`config.mk`:
```
export PLATFORM = sky130hd
export DESIGN_NAME = data_port_arbiter
export DESIGN_NICKNAME = d
export VERILOG_FILES = /design/src/rtl/data_port_arbiter.sv
export SDC_FILE = /design/constraint.sdc
export NUM_CORES = 1
export LEC_CHECK = 0
export ABC_AREA = 1
export CAP_MARGIN = 40
export CORE_UTILIZATION = 30
export CTS_BUF_LIST = sky130_fd_sc_hd__clkbuf_8 sky130_fd_sc_hd__clkbuf_16
export DETAILED_ROUTE_END_ITERATION = 8
export PLACE_DENSITY = 0.89
export SLEW_MARGIN = 5
export SYNTH_ARGS = -nofsm -noshare
export SYNTH_HDL_FRONTEND = slang
export SYNTH_SLANG_ARGS = --single-unit
export TNS_END_PERCENT = 50
```
`constraint.sdc`:
```
create_clock -name clock -period 4 [get_ports clock]
set_input_delay 0.8 -clock clock [delete_from_list [all_inputs] [get_ports clock]]
set_output_delay 0.8 -clock clock [all_outputs]
set_load 0.01 [all_outputs]
```
`src/rtl/data_port_arbiter.sv`:
```
// Round-robin arbiter sharing one memory port between two requesters, bounded bursts, no switch bubble.
// Grant/ack is combinational from registered state; read data returns READ_LATENCY cycles after ack, tagged per owner.
module data_port_arbiter #(
  parameter int ADDR_SIZE    = 18,
  parameter int WORD_SIZE    = 18,
  parameter int READ_LATENCY = 1,
  parameter int MAX_BURST    = 8
) (
  input  logic                 clock,
  input  logic                 reset,
  input  logic                 r0_req,
  input  logic                 r0_wren,
  input  logic [ADDR_SIZE-1:0] r0_addr,
  input  logic [WORD_SIZE-1:0] r0_wdata,
  output logic                 r0_ack,
  output logic                 r0_rvalid,
  input  logic                 r1_req,
  input  logic                 r1_wren,
  input  logic [ADDR_SIZE-1:0] r1_addr,
  input  logic [WORD_SIZE-1:0] r1_wdata,
  output logic                 r1_ack,
  output logic                 r1_rvalid,
  output logic [WORD_SIZE-1:0] rdata,
  output logic [ADDR_SIZE-1:0] mem_address,
  output logic [WORD_SIZE-1:0] mem_write,
  output logic                 mem_wren,
  input  logic [WORD_SIZE-1:0] mem_read
);

  localparam int CW = $clog2(MAX_BURST + 1);

  typedef enum logic [1:0] {IDLE, OWN0, OWN1} state_t;

  state_t                  state;
  logic                    last_owner;
  logic [CW-1:0]           cnt;
  logic [READ_LATENCY-1:0] pipe_vld;
  logic [READ_LATENCY-1:0] pipe_own;
  logic                    grant0;
  logic                    grant1;
  logic                    rd_issue;
  logic                    burst_open;

  assign burst_open = (cnt < CW'(MAX_BURST));

  // Grants are held off while reset is asserted so no ack escapes during reset.
  always_comb begin
    grant0 = 1'b0;
    grant1 = 1'b0;
    if (!reset) begin
      case (state)
        IDLE: begin
          if (r0_req && r1_req) begin
            grant0 = last_owner;
            grant1 = !last_owner;
          end else begin
            grant0 = r0_req;
            grant1 = r1_req;
          end
        end
        OWN0: begin
          if (r0_req && (burst_open || !r1_req)) grant0 = 1'b1;
          else                                   grant1 = r1_req;
        end
        OWN1: begin
          if (r1_req && (burst_open || !r0_req)) grant1 = 1'b1;
          else                                   grant0 = r0_req;
        end
        default: ;
      endcase
    end
  end

  assign r0_ack   = grant0;
  assign r1_ack   = grant1;
  assign rd_issue = (grant0 && !r0_wren) || (grant1 && !r1_wren);

  always_comb begin
    mem_address = '0;
    mem_write   = '0;
    mem_wren    = 1'b0;
    if (grant0) begin
      mem_address = r0_addr;
      mem_write   = r0_wdata;
      mem_wren    = r0_wren;
    end else if (grant1) begin
      mem_address = r1_addr;
      mem_write   = r1_wdata;
      mem_wren    = r1_wren;
    end
  end

  always_ff @(posedge clock or posedge reset) begin
    if (reset) begin
      state      <= IDLE;
      last_owner <= 1'b1;
      cnt        <= '0;
      pipe_vld   <= '0;
      pipe_own   <= '0;
    end else begin
      if (grant0) begin
        last_owner <= 1'b0;
        state      <= OWN0;
        if (state != OWN0) cnt <= CW'(1);
        else if (burst_open) cnt <= cnt + CW'(1);
      end else if (grant1) begin
        last_owner <= 1'b1;
        state      <= OWN1;
        if (state != OWN1) cnt <= CW'(1);
        else if (burst_open) cnt <= cnt + CW'(1);
      end else begin
        state <= IDLE;
        cnt   <= '0;
      end
      // Owner tag travels with the read so mixed-owner reads return in issue order.
      pipe_vld[0] <= rd_issue;
      pipe_own[0] <= grant1;
      for (int i = 1; i < READ_LATENCY; i++) begin
        pipe_vld[i] <= pipe_vld[i-1];
        pipe_own[i] <= pipe_own[i-1];
      end
    end
  end

  assign r0_rvalid = pipe_vld[READ_LATENCY-1] && !pipe_own[READ_LATENCY-1];
  assign r1_rvalid = pipe_vld[READ_LATENCY-1] &&  pipe_own[READ_LATENCY-1];
  assign rdata     = mem_read;

endmodule
```
-- Yosys cells after proc, flatten, opt, wreduce, memory -nomap -nowiden
Index checks and enable logic that the tools add are counted.
- flip-flop bits (word level): 9
- logic and storage cells: 54
- $add $sub $neg: 1
- order comparisons: 1
- equality and inequality tests: 4
- multiplexer cells: 25
- reduce and logical (&&, ||, !) cells: 18
- operators with widths (cell ; number):
    $mux 18 ; 4
    $mux 4 ; 5
    $mux 1 ; 12
    $logic_and 1x1->1 ; 7
    $logic_not 1->1 ; 6
    $pmux 1 s3 ; 2
    $add 4x1->4 const B ; 1
    $lt 4x4->1 const B ; 1
    $mux 2 ; 2
    $logic_or 1x1->1 ; 3
    $eq 2x1->1 const B ; 1
    $eq 2x2->1 const B ; 1
    $logic_not 2->1 ; 1
    $ne 2x1->1 const B ; 1
    $ne 2x2->1 const B ; 1
    $reduce_bool 2->1 ; 1

-- Logic depth before layout (Yosys ltp)
Gate-level depths: netlist (run 1).
- depth after elaboration: 8
- depth in mapped cells: 8
- gate-level depth less buffers: 8

-- Worst setup path after synthesis (run 1)
OpenSTA, ideal clock, no wires.
- path kind: input to output
- start point: input port reset
- end point: output port mem_address[17]
- arrival time: 1.538 ns
- required time: 3.200 ns
- slack: 1.662 ns
- stages on the path: 6
- path through: inv_2 -> and3_1 -> buf_2 -> buf_2 -> nand3_1 -> nand2_1
- cells in the longest elaborated chain, start to end: 3
- elaborated cells on any way between the ends: 4
- those cells by class: 4 x mux
- RTL lines (what ; line ; text):
    start: declaration ; 10 ; input logic reset,
    $mux 1 ; 50 ; if (!reset) begin
    $mux 18 ; 86 ; end else if (grant1) begin
    $mux 18 (*) ; 82 ; if (grant0) begin
    end: declaration ; 24 ; output logic [ADDR_SIZE-1:0] mem_address,
Every way passes the cells marked *; elsewhere a longest branch is shown, timed or not.

-- Worst setup path after layout (run 1)
- start point: input port r0_req
- end point: output port mem_write[11]
- cells in the longest elaborated chain, start to end: 8
- elaborated cells on any way between the ends: 17
- those cells by class: 12 x mux; 5 x reduce/logical
- RTL lines (what ; line ; text):
    start: declaration ; 11 ; input logic r0_req,
    $logic_not 1->1 ; 66 ; if (r1_req && (burst_open || !r0_req)) grant1 = 1'b1;
    $logic_or 1x1->1 ; 66 ;
    $logic_and 1x1->1 ; 66 ;
    $mux 1 ; 66 ;
    $pmux 1 s3 ; 51 ; case (state)
    $mux 1 ; 50 ;
    $mux 18 ; 86 ;
    $mux 18 (*) ; 82 ;
    end: declaration ; 25 ; output logic [WORD_SIZE-1:0] mem_write,
Marked as above.

==> results.json, run 1 <==
{
  "seq_power_share": 0.172,
  "syn2layout_area_growth_pct": 82.6,
  "critPathLaunch": "r0_req",
  "syn_inst": 228,
  "die-area_sq_um": 4690,
  "end_kind": "output port",
  "worst_slew_pin_slew_ps": 537,
  "grt_max_degree": 53,
  "critPathCapture": "mem_write[11]",
  "antennaDiodeCount": 0,
  "finalSetupViolCount": 0,
  "ctsHoldBuffers": 0,
  "clock_sinks": 9,
  "min_period_ps": 3640,
  "antenna_left": 0,
  "final_hold_viol_count": 0,
  "clock_power_share": 0.163,
  "core_area_sq_um": 4120,
  "ys_seq_area_frac": 0.171,
  "p_leak_nw": 1.13,
  "die_h_um": 68.5,
  "yosys_warnings": 0,
  "crit_required_ps": 3200,
  "place_ws_ps": 369,
  "gp_congestion": 0.771,
  "ys_types": 18,
  "path_class": "in -> out",
  "drive_gt1_frac": 0.0469,
  "clock_latency_ps": 240,
  "cp.depth": 8,
  "htree_levels": 1,
  "place_area_sq_um": 2380,
  "cts_tree": "yes",
  "start_util": 0.322,
  "drv_cap": 0,
  "ff2ff_setup_slack_ps": 2440,
  "grt_pass1_vias": 1529,
  "drt_iter0_drc": 20,
  "routed_wl_mm": 4.55,
  "slowest_stage": "clkdlybuf4s50_1",
  "dp_hpwl_mm": 3.37,
  "cts_max_path_buffers": 2,
  "io_pins": 155,
  "postSynthAreaPerCell_sq_um": 5.82,
  "intPower_w": 0.000405,
  "r2r_cells": 6,
  "r2r-end": "pipe_vld$_DFF_PP0_",
  "netSwitchingFraction": 0.395,
  "grt_usage": 0.177,
  "ctsResizeCount": 0,
  "path_clk_slew_ps": 50,
  "finalCritPeriodShare": 0.910,
  "drv_slew": 0,
  "nets": 418,
  "powerDensity_nw_per_um2": 277,
  "rsz0062_at_grt": "false",
  "dr_total_vias": 1809,
  "cp_max_fo": 26,
  "cts_root_buf": "clkbuf_8",
  "fmax_mhz": 275,
  "hold_path_class": "reg -> reg",
  "fin_skew_ps": 4.14,
  "detail_route.wl_per_cell_um": 12.3,
  "worstReg2RegStart": "last_owner$_DFFE_PP1P_",
  "postCtsSetupBuffers": 0,
  "io_buffer_count": 118,
  "final.setup.tns_ps": 0,
  "die-width_um": 68.5,
  "dr.pass1.iters": 4,
  "synth.net_count": 325,
  "crit_buf_inv": 3,
  "outcome": "finished clean",
  "antenna_found_initial": 0,
  "drc": 0,
  "syn-cell-area_sq_um": 1330,
  "fillers": 376,
  "netSwitchingPower_w": 0.000265,
  "ir_worst_vdd_mv": 0.134,
  "cts_buffers": 3,
  "final_cell_area_sq_um": 2420,
  "crit_chain": "clkdlybuf4s50_1, nand2_1, nand3_1, nand3_2, buf_12, nand3_1, nand2_1, clkdlybuf4s50_1",
  "cp_top_family": "buffers and inverters",
  "overflow": 0,
  "cp.arrival_ps": 2840,
  "worst_setup_path_start_kind": "input port",
  "slowest_delay_ps": 570,
  "grt_pass1_wl_mm": 6.35,
  "relSlewSlack": 0.642,
  "viasPerCell": 4.89,
  "comb_power_share": 0.665,
  "rows": 23,
  "fin_ws_ps": 362,
  "ys_seq_elements": 9
}
==> power groups by stage <==
stage               Combinational, W  Sequential, W  Clock (W)
finish                      0.000445       0.000116   0.000109
global route                0.000491       0.000118   0.000112
CTS                         0.000449       0.000116   0.000109
detailed placement          0.000446       0.000117          0
global placement            0.000440       0.000116          0
floorplan                   0.000246       0.000115          0
==> metal layers <==
layer | GRT usage | vias to the layer above | share of wire | wire length, um
li1 | - | 920 | - | -
met1 | 0.194 | 798 | 0.39 | 1800
met5 | 0 | - | 0 | 0
met3 | 0.0329 | 6 | 0.088 | 399
met2 | 0.337 | 85 | 0.50 | 2290
met4 | 0.0599 | 0 | 0.014 | 63
==> final cells by class <==
type / instances / area (sq um) / area share
Timing Repair Buffer: 123 / 1240 / 0.513
Multi-Input combinational cell: 170 / 792 / 0.327
Sequential cell: 9 / 226 / 0.0935
Tap cell: 50 / 62.6 / 0.0258
Inverter: 14 / 52.6 / 0.0217
Clock buffer: 3 / 41.3 / 0.0170
Clock inverter: 1 / 3.75 / 0.00155
==> sequential cells by signal, indices dropped and copies added (netlist names) <==
register	cells
cnt	4
last_owner	1
pipe_own	1
pipe_vld	1
state	2
==> layout by cell type (no fill, tap or decap), types with 3 or more instances in the layout <==
cell type,Yosys,routed
clkdlybuf4s50_1,0,118
nand3_1,89,89
nand2_1,62,62
inv_1,13,14
dfrtp_1,8,8
nor2_1,7,7
clkbuf_8,0,3
buf_4,22,3
==> kinds of logic after synthesis <==
| kind of cell | synth area share |
|---|---|
| DFF | 0.171 |
| adders and majority gates | 0.00943 |
| buffers and inverters | 0.232 |
| AOI/OAI and AO/OA | 0.0113 |
| and+or+nand+nor | 0.576 |
==> stage by stage <==
stage          utilization  power [W]  hold WS (ps)  std cells
6_report             0.589   0.000670           550        370
5_1_grt              0.589   0.000721           644        370
3_5_place_dp         0.578   0.000563           545        366
4_1_cts              0.589   0.000674           553        370
2_1_floorplan            -   0.000361           522        228
3_3_place_gp         0.578   0.000556           538        366
==> synthesized netlist by cell type (all sizes together) <==
cell / count / area share
dfstp: 1 / 0.020
ha: 1 / 0.0094
nor2: 8 / 0.025
inv: 14 / 0.040
buf: 35 / 0.19
nand2: 62 / 0.18
nand3: 91 / 0.35
or2: 2 / 0.0094
and3: 1 / 0.0047
o21ai: 1 / 0.0038
dfrtp: 8 / 0.15
a21oi: 2 / 0.0075
nand3b: 2 / 0.011
==> worst reg2reg max path: stages, from the launching register on <==
cell and delay (ps):
dfstp_2 520, nand2_1 50, nand2_1 90, nand3_2 330
buf_12 300, nand3b_1 80, nand2_1 70
==> how the worst min path moves through the flow <==
stage	from	end	slack [ps]	depth (start not counted)
finish	last_owner$_DFFE_PP1P_	last_owner$_DFFE_PP1P_	550	4
global route	last_owner$_DFFE_PP1P_	last_owner$_DFFE_PP1P_	640	4
CTS	last_owner$_DFFE_PP1P_	last_owner$_DFFE_PP1P_	550	4
detailed placement	last_owner$_DFFE_PP1P_	last_owner$_DFFE_PP1P_	540	4
global placement	last_owner$_DFFE_PP1P_	last_owner$_DFFE_PP1P_	540	4
floorplan	last_owner$_DFFE_PP1P_	last_owner$_DFFE_PP1P_	520	4
Note: power is estimated with default switching activity, not from simulation.
==> run 2, diff against run 1 <==
Settings changed: CTS_BUF_LIST sky130_fd_sc_hd__clkbuf_8 sky130_fd_sc_hd__clkbuf_16 to sky130_fd_sc_hd__clkbuf_16.
==> results.json, run 2 (synthesized netlist as in run 1, its figures left out) <==
{
  "outcome": "finished clean",
  "nets": 418,
  "path_class": "in -> out",
  "grt_max_degree": 53,
  "drt_iter0_drc": 43,
  "worst_slew_pin_slew_ps": 528,
  "syn2layout_area_growth_pct": 85.2,
  "final_common_cell": "clkdlybuf4s50_1",
  "cp.arrival_ps": 2830,
  "routed_wl_mm": 4.57,
  "drive_gt1_frac": 0.0469,
  "grt_usage": 0.185,
  "ff_latch_area_sq_um": 226,
  "antenna_left": 0,
  "fin_hold_ws_ps": 549,
  "relSlewSlack": 0.648,
  "worst_setup_path_start_kind": "input port",
  "end_kind": "output port",
  "die-area_sq_um": 4690,
  "io_buffer_count": 118,
  "fmax_mhz": 275,
  "antennaDiodeCount": 0,
  "viasPerCell": 4.89,
  "dp_hpwl_mm": 3.37,
  "fin_ws_ps": 367,
  "clock_sinks": 9,
  "powerDensity_nw_per_um2": 301,
  "grt_pass1_wl_mm": 6.50,
  "place_ws_ps": 369,
  "instances_no_fill": 370,
  "final.setup.tns_ps": 0,
  "overflow": 0,
  "io_pins": 155,
  "drv_cap": 0,
  "core_area_sq_um": 4120,
  "final_util": 0.597,
  "cts_tree": "yes",
  "rsz0062_at_grt": "false",
  "dpl.cell_count": 366,
  "cts_buffers": 3,
  "ctsHoldBuffers": 0,
  "die_h_um": 68.5,
  "drv_slew": 0,
  "postCtsSetupBuffers": 0,
  "top_regs": "cnt x4, state x2",
  "htree_levels": 1,
  "final_hold_viol_count": 0,
  "largest_register": "cnt",
  "hold_path_class": "reg -> reg",
  "ctsResizeCount": 0,
  "path_clk_slew_ps": 40,
  "finalCritPeriodShare": 0.908,
  "multi_input_area_sq_um": 792,
  "met3_usage": 0.0378,
  "largest_reg_flops": 4,
  "grt_pass1_vias": 1553,
  "grtUsageMet1": 0.196,
  "met2_usage": 0.342,
  "drc": 0,
  "die-width_um": 68.5,
  "p_leak_nw": 1.15,
  "clock_latency_ps": 240,
  "crit_required_ps": 3200,
  "dr_total_vias": 1808,
  "cts_max_path_buffers": 2,
  "detail_route.wl_per_cell_um": 12.3,
  "antenna_found_initial": 0,
  "ir_worst_vdd_mv": 0.159,
  "finalSetupViolCount": 0,
  "cp_max_fo": 26,
  "rows": 23,
  "start_util": 0.322,
  "gp_congestion": 0.771,
  "dr.pass1.iters": 4,
  "fin_skew_ps": 3.98,
  "cts_root_buf": "clkbuf_16",
  "layout_common_cells": "clkdlybuf4s50_1 (118), nand3_1 (89), nand2_1 (62)",
  "fillers": 368,
  "min_period_ps": 3630,
  "top_usage_layer": "met2"
}
[run 2: cell counts in the layout (fill, tap and decap cells not counted)]
Identical to the previous run, type by type.
[run 2: final cells by class]
cell class                 instances  share of cell area
sequential                         9              0.0922
clock inverter                     1             0.00153
clock buffer                       3              0.0306
multi-input combinational        170               0.322
tap                               50              0.0255
timing repair buffer             123               0.506
inverter                          14              0.0214
[run 2: path summary, 6_finish.rpt]
kind | depth (start not counted) | slack [ps] | start | end
min in group asynchronous | 3 | 1050 | reset | cnt[2]$_DFF_PP0_
worst max-delay path | 8 | 370 | r0_req | mem_write[11]
worst max register to register | 6 | 2430 | last_owner$_DFFE_PP1P_ | pipe_vld$_DFF_PP0_
worst min register to register | 4 | 550 | last_owner$_DFFE_PP1P_ | last_owner$_DFFE_PP1P_
worst min-delay path | 4 | 550 | last_owner$_DFFE_PP1P_ | last_owner$_DFFE_PP1P_
max in group asynchronous | 3 | 2590 | reset | last_owner$_DFFE_PP1P_
[run 2: routing by layer]
| layer | up-vias | routed length (um) |
|---|---|---|
| met3 | 8 | 371 |
| met5 | - | 0 |
| met1 | 799 | 1810 |
| met2 | 82 | 2300 |
| li1 | 919 | - |
| met4 | 0 | 85 |
[run 2: worst max-delay path, stage by stage]
cell and delay [ps]:
clkdlybuf4s50_1 570, nand2_1 100, nand3_1 90, nand3_2 330
buf_12 300, nand3_1 70, nand2_1 60, clkdlybuf4s50_1 500
[run 2: power breakdown]
| part | switching, W | internal, W |
|---|---|---|
| combinational | 0.000214 | 0.000231 |
| sequential | 0.00000862 | 0.000107 |
| clock | 0.0000479 | 0.000131 |
[run 2: stage by stage]
| stage | power [W] | instance area, sq um |
|---|---|---|
| 2_1_floorplan | 0.000361 | 1330 |
| 3_5_place_dp | 0.000563 | 2380 |
| 5_1_grt | 0.000801 | 2460 |
| 6_report | 0.000739 | 2460 |
| 3_3_place_gp | 0.000556 | 2380 |
| 4_1_cts | 0.000749 | 2460 |
